<file path="src/rtl/mem_wb_stage.sv">
// rtl/mem_wb_stage.sv - RV32I memory-access stage with MEM/WB pipeline register
//
// Optional build macro: SUBWORD_EN
//   defined   : Funct3M selects byte/half/word loads and stores (LB/LH/LW/LBU/LHU, SB/SH/SW)
//   undefined : word-only accesses, dmem_wstrb = 4'b1111, load data passed through as-is
//
// A load or store freezes the front of the pipe (StallM) while the single
// outstanding data-memory request is in flight. Once the memory answers, one
// more cycle runs with StallM low so the MEM/WB register captures the result,
// and the done flag keeps that same held instruction from being reissued.

module mem_wb_stage #(
   parameter int XLEN     = 32,
   parameter int MAX_WAIT = 15
) (
   input  logic            clk,
   input  logic            rst,
   input  logic [XLEN-1:0] ALUResultM,
   input  logic [XLEN-1:0] WriteDataM,
   input  logic [4:0]      RdM,
   input  logic [XLEN-1:0] ImmExtM,
   input  logic [XLEN-1:0] PCPlus4M,
   input  logic            RegWriteM,
   input  logic [1:0]      ResultSrcM,
   input  logic            MemWriteM,
   input  logic [2:0]      Funct3M,
   output logic            dmem_req,
   output logic            dmem_we,
   output logic [XLEN-1:0] dmem_addr,
   output logic [XLEN-1:0] dmem_wdata,
   output logic [3:0]      dmem_wstrb,
   input  logic            dmem_ready,
   input  logic [XLEN-1:0] dmem_rdata,
   output logic            StallM,
   output logic [XLEN-1:0] ResultW,
   output logic [4:0]      RdW,
   output logic            RegWriteW
);

   localparam logic [0:0] S_IDLE = 1'b0;
   localparam logic [0:0] S_BUSY = 1'b1;

   localparam int             WCW      = $clog2(MAX_WAIT + 1);
   localparam logic [WCW-1:0] WAIT_SAT = WCW'(MAX_WAIT);

   localparam logic [1:0] SRC_ALU  = 2'b00;
   localparam logic [1:0] SRC_LOAD = 2'b01;
   localparam logic [1:0] SRC_PC4  = 2'b10;
   localparam logic [1:0] SRC_IMM  = 2'b11;

   logic [0:0]      r_state;
   logic            r_done;
   logic [WCW-1:0]  r_wait_cnt;
   logic [XLEN-1:0] r_load_q;

   logic            w_access;
   logic            w_issue;
   logic [XLEN-1:0] w_aligned_addr;
   logic [XLEN-1:0] w_st_wdata;
   logic [3:0]      w_st_wstrb;
   logic [XLEN-1:0] w_ld_data;
   logic [XLEN-1:0] w_result;
   logic            w_unused;

   // A memory instruction is any store or any instruction whose result comes from memory.
   assign w_access       = MemWriteM | (ResultSrcM == SRC_LOAD);
   // Issue only once per held instruction: done blocks a second request.
   assign w_issue        = (r_state == S_IDLE) & w_access & ~r_done;
   assign StallM         = (r_state == S_BUSY) | w_issue;
   assign w_aligned_addr = {ALUResultM[XLEN-1:2], 2'b00};

`ifdef SUBWORD_EN
   logic [1:0] r_addr_lo;
   logic [2:0] r_funct3;
   logic [7:0]  w_ld_byte;
   logic [15:0] w_ld_half;

   // Remember byte offset and access type of the in-flight load for data formatting.
   always_ff @(posedge clk or posedge rst) begin
      if (rst) begin
         r_addr_lo <= 2'b00;
         r_funct3  <= 3'b000;
      end else if (w_issue) begin
         r_addr_lo <= ALUResultM[1:0];
         r_funct3  <= Funct3M;
      end
   end

   // Store formatting: replicate the byte/half across the word and enable only its lanes.
   always_comb begin
      w_st_wdata = WriteDataM;
      w_st_wstrb = 4'b1111;
      case (Funct3M[1:0])
         2'b00: begin
            w_st_wdata = {(XLEN/8){WriteDataM[7:0]}};
            w_st_wstrb = 4'b0001 << ALUResultM[1:0];
         end
         2'b01: begin
            w_st_wdata = {(XLEN/16){WriteDataM[15:0]}};
            w_st_wstrb = 4'b0011 << {ALUResultM[1], 1'b0};
         end
         default: begin
            w_st_wdata = WriteDataM;
            w_st_wstrb = 4'b1111;
         end
      endcase
   end

   // Load formatting: pick the addressed byte/half (halves force-aligned) and extend it.
   always_comb begin
      w_ld_byte = dmem_rdata[7:0];
      case (r_addr_lo)
         2'b00:   w_ld_byte = dmem_rdata[7:0];
         2'b01:   w_ld_byte = dmem_rdata[15:8];
         2'b10:   w_ld_byte = dmem_rdata[23:16];
         default: w_ld_byte = dmem_rdata[31:24];
      endcase
      w_ld_half = r_addr_lo[1] ? dmem_rdata[31:16] : dmem_rdata[15:0];
      case (r_funct3)
         3'b000:  w_ld_data = {{(XLEN-8){w_ld_byte[7]}}, w_ld_byte};
         3'b001:  w_ld_data = {{(XLEN-16){w_ld_half[15]}}, w_ld_half};
         3'b100:  w_ld_data = {{(XLEN-8){1'b0}}, w_ld_byte};
         3'b101:  w_ld_data = {{(XLEN-16){1'b0}}, w_ld_half};
         default: w_ld_data = dmem_rdata;
      endcase
   end

   // The wait counter is debug-only state.
   assign w_unused = &{1'b0, r_wait_cnt};
`else
   // Word-only build: full-word strobes and unformatted load data.
   assign w_st_wdata = WriteDataM;
   assign w_st_wstrb = 4'b1111;
   assign w_ld_data  = dmem_rdata;

   // Funct3M and the low address bits have no role without sub-word access; the wait counter is debug-only.
   assign w_unused = &{1'b0, Funct3M, ALUResultM[1:0], r_wait_cnt};
`endif

   // Request FSM: latch the access, hold the request until ready, then flag completion.
   always_ff @(posedge clk or posedge rst) begin
      if (rst) begin
         r_state    <= S_IDLE;
         r_done     <= 1'b0;
         r_wait_cnt <= '0;
         r_load_q   <= '0;
         dmem_req   <= 1'b0;
         dmem_we    <= 1'b0;
         dmem_addr  <= '0;
         dmem_wdata <= '0;
         dmem_wstrb <= 4'b0000;
      end else begin
         case (r_state)
            S_IDLE: begin
               if (w_issue) begin
                  dmem_req   <= 1'b1;
                  dmem_we    <= MemWriteM;
                  dmem_addr  <= w_aligned_addr;
                  dmem_wdata <= w_st_wdata;
                  dmem_wstrb <= w_st_wstrb;
                  r_wait_cnt <= '0;
                  r_state    <= S_BUSY;
               end else if (r_done) begin
                  // The MEM/WB register captures the result on this edge.
                  r_done <= 1'b0;
               end
            end
            S_BUSY: begin
               if (r_wait_cnt != WAIT_SAT) begin
                  r_wait_cnt <= r_wait_cnt + 1'b1;
               end
               if (dmem_ready) begin
                  r_load_q <= w_ld_data;
                  dmem_req <= 1'b0;
                  r_done   <= 1'b1;
                  r_state  <= S_IDLE;
               end
            end
            default: begin
               r_state <= S_IDLE;
            end
         endcase
      end
   end

   // Writeback source select.
   always_comb begin
      w_result = ALUResultM;
      case (ResultSrcM)
         SRC_ALU:  w_result = ALUResultM;
         SRC_LOAD: w_result = r_load_q;
         SRC_PC4:  w_result = PCPlus4M;
         SRC_IMM:  w_result = ImmExtM;
         default:  w_result = ALUResultM;
      endcase
   end

   // MEM/WB register: advance when not stalled, otherwise hold data and insert a bubble.
   always_ff @(posedge clk or posedge rst) begin
      if (rst) begin
         ResultW   <= '0;
         RdW       <= 5'd0;
         RegWriteW <= 1'b0;
      end else if (!StallM) begin
         ResultW   <= w_result;
         RdW       <= RdM;
         RegWriteW <= RegWriteM & ~MemWriteM;
      end else begin
         RegWriteW <= 1'b0;
      end
   end

endmodule

</file>
<file path="config.mk">
export PLATFORM = sky130hd
export DESIGN_NAME = mem_wb_stage
export DESIGN_NICKNAME = d
export VERILOG_FILES = /design/src/rtl/mem_wb_stage.sv
export SDC_FILE = /design/constraint.sdc
export NUM_CORES = 1
export LEC_CHECK = 0
export ABC_AREA = 1
export CORE_UTILIZATION = 40
export CTS_CLUSTER_SIZE = 25
export DETAILED_ROUTE_END_ITERATION = 8
export GPL_ROUTABILITY_DRIVEN = 0
export PLACE_DENSITY_LB_ADDON = 0.25
export RECOVER_POWER = 25
export SYNTH_ARGS = -nofsm -noshare
export SYNTH_HDL_FRONTEND = slang
export SYNTH_SLANG_ARGS = --single-unit
</file>
<file path="constraint.sdc">
create_clock -name clk -period 6.2 [get_ports clk]
set_input_delay 1.24 -clock clk [delete_from_list [all_inputs] [get_ports clk]]
set_output_delay 1.24 -clock clk [all_outputs]
set_load 0.02 [all_outputs]
</file>
[Word-level counts from Yosys, hierarchy flattened]
Cells that the tools add are included.
Cells by class
  eq/ne operators: 6
  multiplexer cells: 11
  bitwise logic cells: 8
  reduce and logical (&&, ||, !) cells: 5
Operators by type and width (number)
  one-hot mux 32 bit (4 select lines): 1
  AND reduction 2 bit: 4
  2-to-1 mux 1 bit: 7
  inequality test 2 bit, second input constant: 3
  one-hot mux 1 bit (2 select lines): 3
  == test 2 bit, second input constant: 2
  bitwise AND 1 bit: 3
  inverter 1 bit: 3
  == test 2 x 1 -> 1 bit, second input constant: 1
  zero test 2 bit: 1
  bitwise OR 1 bit: 2
Storage, ports and cells
  bits in registers: 137
  input port bits: 175
  logic and storage cells: 41

[Depth between registers and ports, before layout]
  depth in word-level cells: 6
  depth in mapped cells: 10

[Worst setup path before layout]
OpenSTA, ideal clock, no wires.
  path type: input -> output
  start point: in ResultSrcM[1]
  end point: out StallM
  arrival time: 1.876 ns
  data required time: 4.960 ns
  slack: 3.084 ns
  stages on the path: 6
  path buffers: 1
  path through: inv_2 -> nand2_1 -> nand2_2 -> nand2_2 -> nand2_2 -> buf_2
On the way
  longest elaborated chain between the ends: 5
RTL lines
  start, declared: line 24  | input logic [1:0] ResultSrcM,
  == test 2 x 1 -> 1 bit: line 66  | assign w_access = MemWriteM | (ResultSrcM == SRC_LOAD);
  bitwise OR 1 bit: line 66
  bitwise AND 1 bit (2 in a row): line 68  | assign w_issue = (r_state == S_IDLE) & w_access & ~r_done;
  bitwise OR 1 bit: line 69  | assign StallM = (r_state == S_BUSY) | w_issue;
  end, declared: line 34  | output logic StallM,
No other way between the ends.

[Worst setup path in the final report]
Ends and elaborated chain as after synthesis.

==> results.md <==
* Status: finished, violations left
* Failing checks: max-capacitance violations, max-slew violations
* Routed wire per std cell at 16.82 µm
* Number of buffers added to fix hold violations after cts at 0
* Post-cts resize count at 0
* Peak fanout along the critical path at 33
* H-tree levels at 4
* Die span in y at 126.5 µm
* Setup repair after global routing missed its margin: no
* Post-CTS setup buffers at 0
* Number of standard cells in the final layout excluding fillers at 1,222
* Cell Count Post-Placement at 1,191
* Count of inserted antenna diode cells at 0
* Area fraction in compound gates after synthesis at 0.08078%
* Critical path arrival at just under 3 ns
* Final non-filler cell area at about 0.0096 mm²
* Count of endpoints failing hold in the final timing report at 0
* Sum of internal, switching and leakage power at 0.004741 W
* Required time of the critical path at 4.96 ns
* Half-perimeter wire length after detailed placement at 13,830 µm
* Xor/xnor cell area share of the yosys netlist at 0%
* Via count of the first global-routing pass at ~5.8k
* Clock tree from TritonCTS: done
* CTS buffer count at 17
* Critical Path Sink Type: output pin
* Leakage power summed over all cells at between 4 and 5 nW
* Number of antenna violations at the first check in global routing at 2
* Worst slack on hold paths at 0.4665 ns
* Simple-gate area share of the yosys netlist at 39.20%
* Count of final setup violators at 0
* Upper clock frequency limit at 241.7 MHz
* Die Width at 126.5 µm
* Final wirelength at around 21,000 µm
* Detailed-routing iteration count for the pre-antenna-repair pass at 5
* Final Cycle Share at about two thirds
* Worst Skew at 0.007536 ns
* Source-to-sink clock delay at the later pin of the worst-skew pair at 0.42 ns
* Routed via count divided by cell count at 5.090
* Total Routing Usage GR at 26.27%
* Transition time at the pin with the least slew margin at 1.695 ns
* # Max-Cap Violations at 1
* Ports at between 200 and 300
* Yosys cell types at 16
* Number of filler instances in the final layout at 1,313
* Dominant combinational cell family by area after synthesis: simple AND/OR/NAND/NOR gates
* Global-route wire length before repair at 31,770 µm
* Most frequent cells in the layout: sky130_fd_sc_hd__nand2_1, sky130_fd_sc_hd__clkdlybuf4s50_1, sky130_fd_sc_hd__nand3_1
* Startpoint class of the critical path: primary input
* Nets at 1,197
* Pin count of the biggest net entering global routing at 103
* VDD IR max at 0.0002416 V
* Leading cell types by total area after synthesis: sky130_fd_sc_hd__dfrtp_1, sky130_fd_sc_hd__nand2_1, sky130_fd_sc_hd__nand3_1, sky130_fd_sc_hd__nand4_1, sky130_fd_sc_hd__clkbuf_1
* Share of the yosys chip area belonging to registers at between 50% and 60%
* Max Root-Sink Buffers at 2
* Clock-pin slew of the registers on the worst-case setup and hold paths at 0.06 ns
* Syn-to-layout area delta at 55.29%
* Fraction of final layout cells sized beyond drive strength 1 at under 10%
* Cell area after synthesis at approximately 0.0062 mm²
* Final min period at 4.137 ns
* Setup TNS at 0 ns
* Count of standard-cell rows at 45
* Synth Area in Adders at 0%
* Number of violations reported at the end of detailed-routing iteration 0 at 508
* Congestion Overflow GR at 0
* Master cell of the clock root buffer: sky130_fd_sc_hd__clkbuf_16
* Portion of netlist area occupied by mux cells at 0%
* Cell area after placement at ~0.0090 mm²
* Crit Path Category: primary input to output pin
* Initial Util at 40.91%
* Yosys top cell area share at between 50% and 60%
* Most common library cell in the layout ignoring fill and taps: sky130_fd_sc_hd__nand2_1
* Number of clock sinks at ~140
* Max-slew headroom at -13.02%
* Count of input and output buffers at 278
* Syn avg cell area at between 7 and 8 µm²
* Class of the most critical hold timing path: flop to flop
* Count of vias placed by the detailed router at 6,220
* Final slew viol count at 35
* Largest area contributor in the synthesized netlist: sky130_fd_sc_hd__dfrtp_1
* Register bit total from synthesis at 137
* Core Region at 0.01515 mm²
* Warning count from the yosys run at 0
* Area enclosed by the die boundary at between 0.015 and 0.02 mm²
* Total power density per cell area at ~490 mW/mm²
* Total DRC errors in the routed layout at 0
* Synthesized instance count at 777
* ANT nets after route at 0
## sequential cells by signal, summed over array words and instances (netlist names), 5 cells and up
name,flops
dmem_wdata,32
r_load_q,32
ResultW,32
dmem_addr,30
RdW,5
## layout make-up
type	count	area [µm²]	area share [%]
Sequential cell	137	3428	35.63
Timing Repair Buffer	286	2829	29.40
Multi-Input combinational cell	572	2444	25.40
Clock buffer	19	452.9	4.707
Tap cell	188	235.2	2.445
Clock inverter	12	197.7	2.055
Inverter	8	35.03	0.3641
## cell families (layout without fill, tap and decap cells)
family / after synthesis / count (layout)
buf+inv: 69 / 325
other cells: 1 / 2
simple gates: 569 / 569
compound gates: 1 / 1
flops: 137 / 137
## final timing paths
check	from	end	slack (ns)	cells past startpoint
max	ResultSrcM[1]	StallM	2.06	7
min	dmem_addr[15]	dmem_addr[15]	0.47	2
max reg2reg	r_state	ResultW[4]	3.65	8
min reg2reg	dmem_addr[15]	dmem_addr[15]	0.47	2
max in group asynchronous	rst	dmem_addr[11]	3.59	3
min in group asynchronous	rst	dmem_wdata[9]	1.53	2
## synthesized netlist by cell type
| cell type | count |
|---|---|
| sky130_fd_sc_hd__nand2_1 | 372 |
| sky130_fd_sc_hd__nand3_1 | 158 |
| sky130_fd_sc_hd__dfrtp_1 | 137 |
| sky130_fd_sc_hd__nand4_1 | 32 |
| sky130_fd_sc_hd__clkbuf_1 | 28 |
| sky130_fd_sc_hd__buf_2 | 15 |
| sky130_fd_sc_hd__buf_4 | 8 |
| sky130_fd_sc_hd__buf_1 | 7 |
| sky130_fd_sc_hd__inv_1 | 6 |
| sky130_fd_sc_hd__buf_6 | 3 |
| sky130_fd_sc_hd__nand2_2 | 3 |
| sky130_fd_sc_hd__nor2_1 | 3 |
| sky130_fd_sc_hd__inv_2 | 2 |
| sky130_fd_sc_hd__conb_1 | 1 |
| sky130_fd_sc_hd__nor2_4 | 1 |
| sky130_fd_sc_hd__o21ai_0 | 1 |
## through the flow
stage	setup WS, ns	utilization, %
3_3_place_gp	2.066	59.26
5_1_grt	1.963	63.53
6_report	2.063	63.53
3_5_place_dp	2.058	59.26
4_1_cts	2.057	63.55
2_1_floorplan	1.292	-
## critical path, stage by stage
cell and delay, ns:
sky130_fd_sc_hd__buf_2 0.11, sky130_fd_sc_hd__inv_2 0.44, sky130_fd_sc_hd__nand2_1 0.21, sky130_fd_sc_hd__nand2_2 0.12, sky130_fd_sc_hd__nand2_2 0.06, sky130_fd_sc_hd__nand2_2 0.09
sky130_fd_sc_hd__clkdlybuf4s50_1 0.62
## report_power, final
part,internal (W),switching (W),total (W)
sequential,0.00132,0.000226,0.00154
combinational,0.000889,0.00119,0.00208
clock,0.000731,0.000391,0.00112
## routing by layer
layer	vias up	GRT usage, %	share of wire (%)
li1	3001	-	-
met1	2873	35.65	44
met2	296	39.26	45
met3	46	7.634	8.1
met4	4	11.13	2.8
met5	-	0	0.13
No activity file was read; power rests on OpenSTA's default activity.
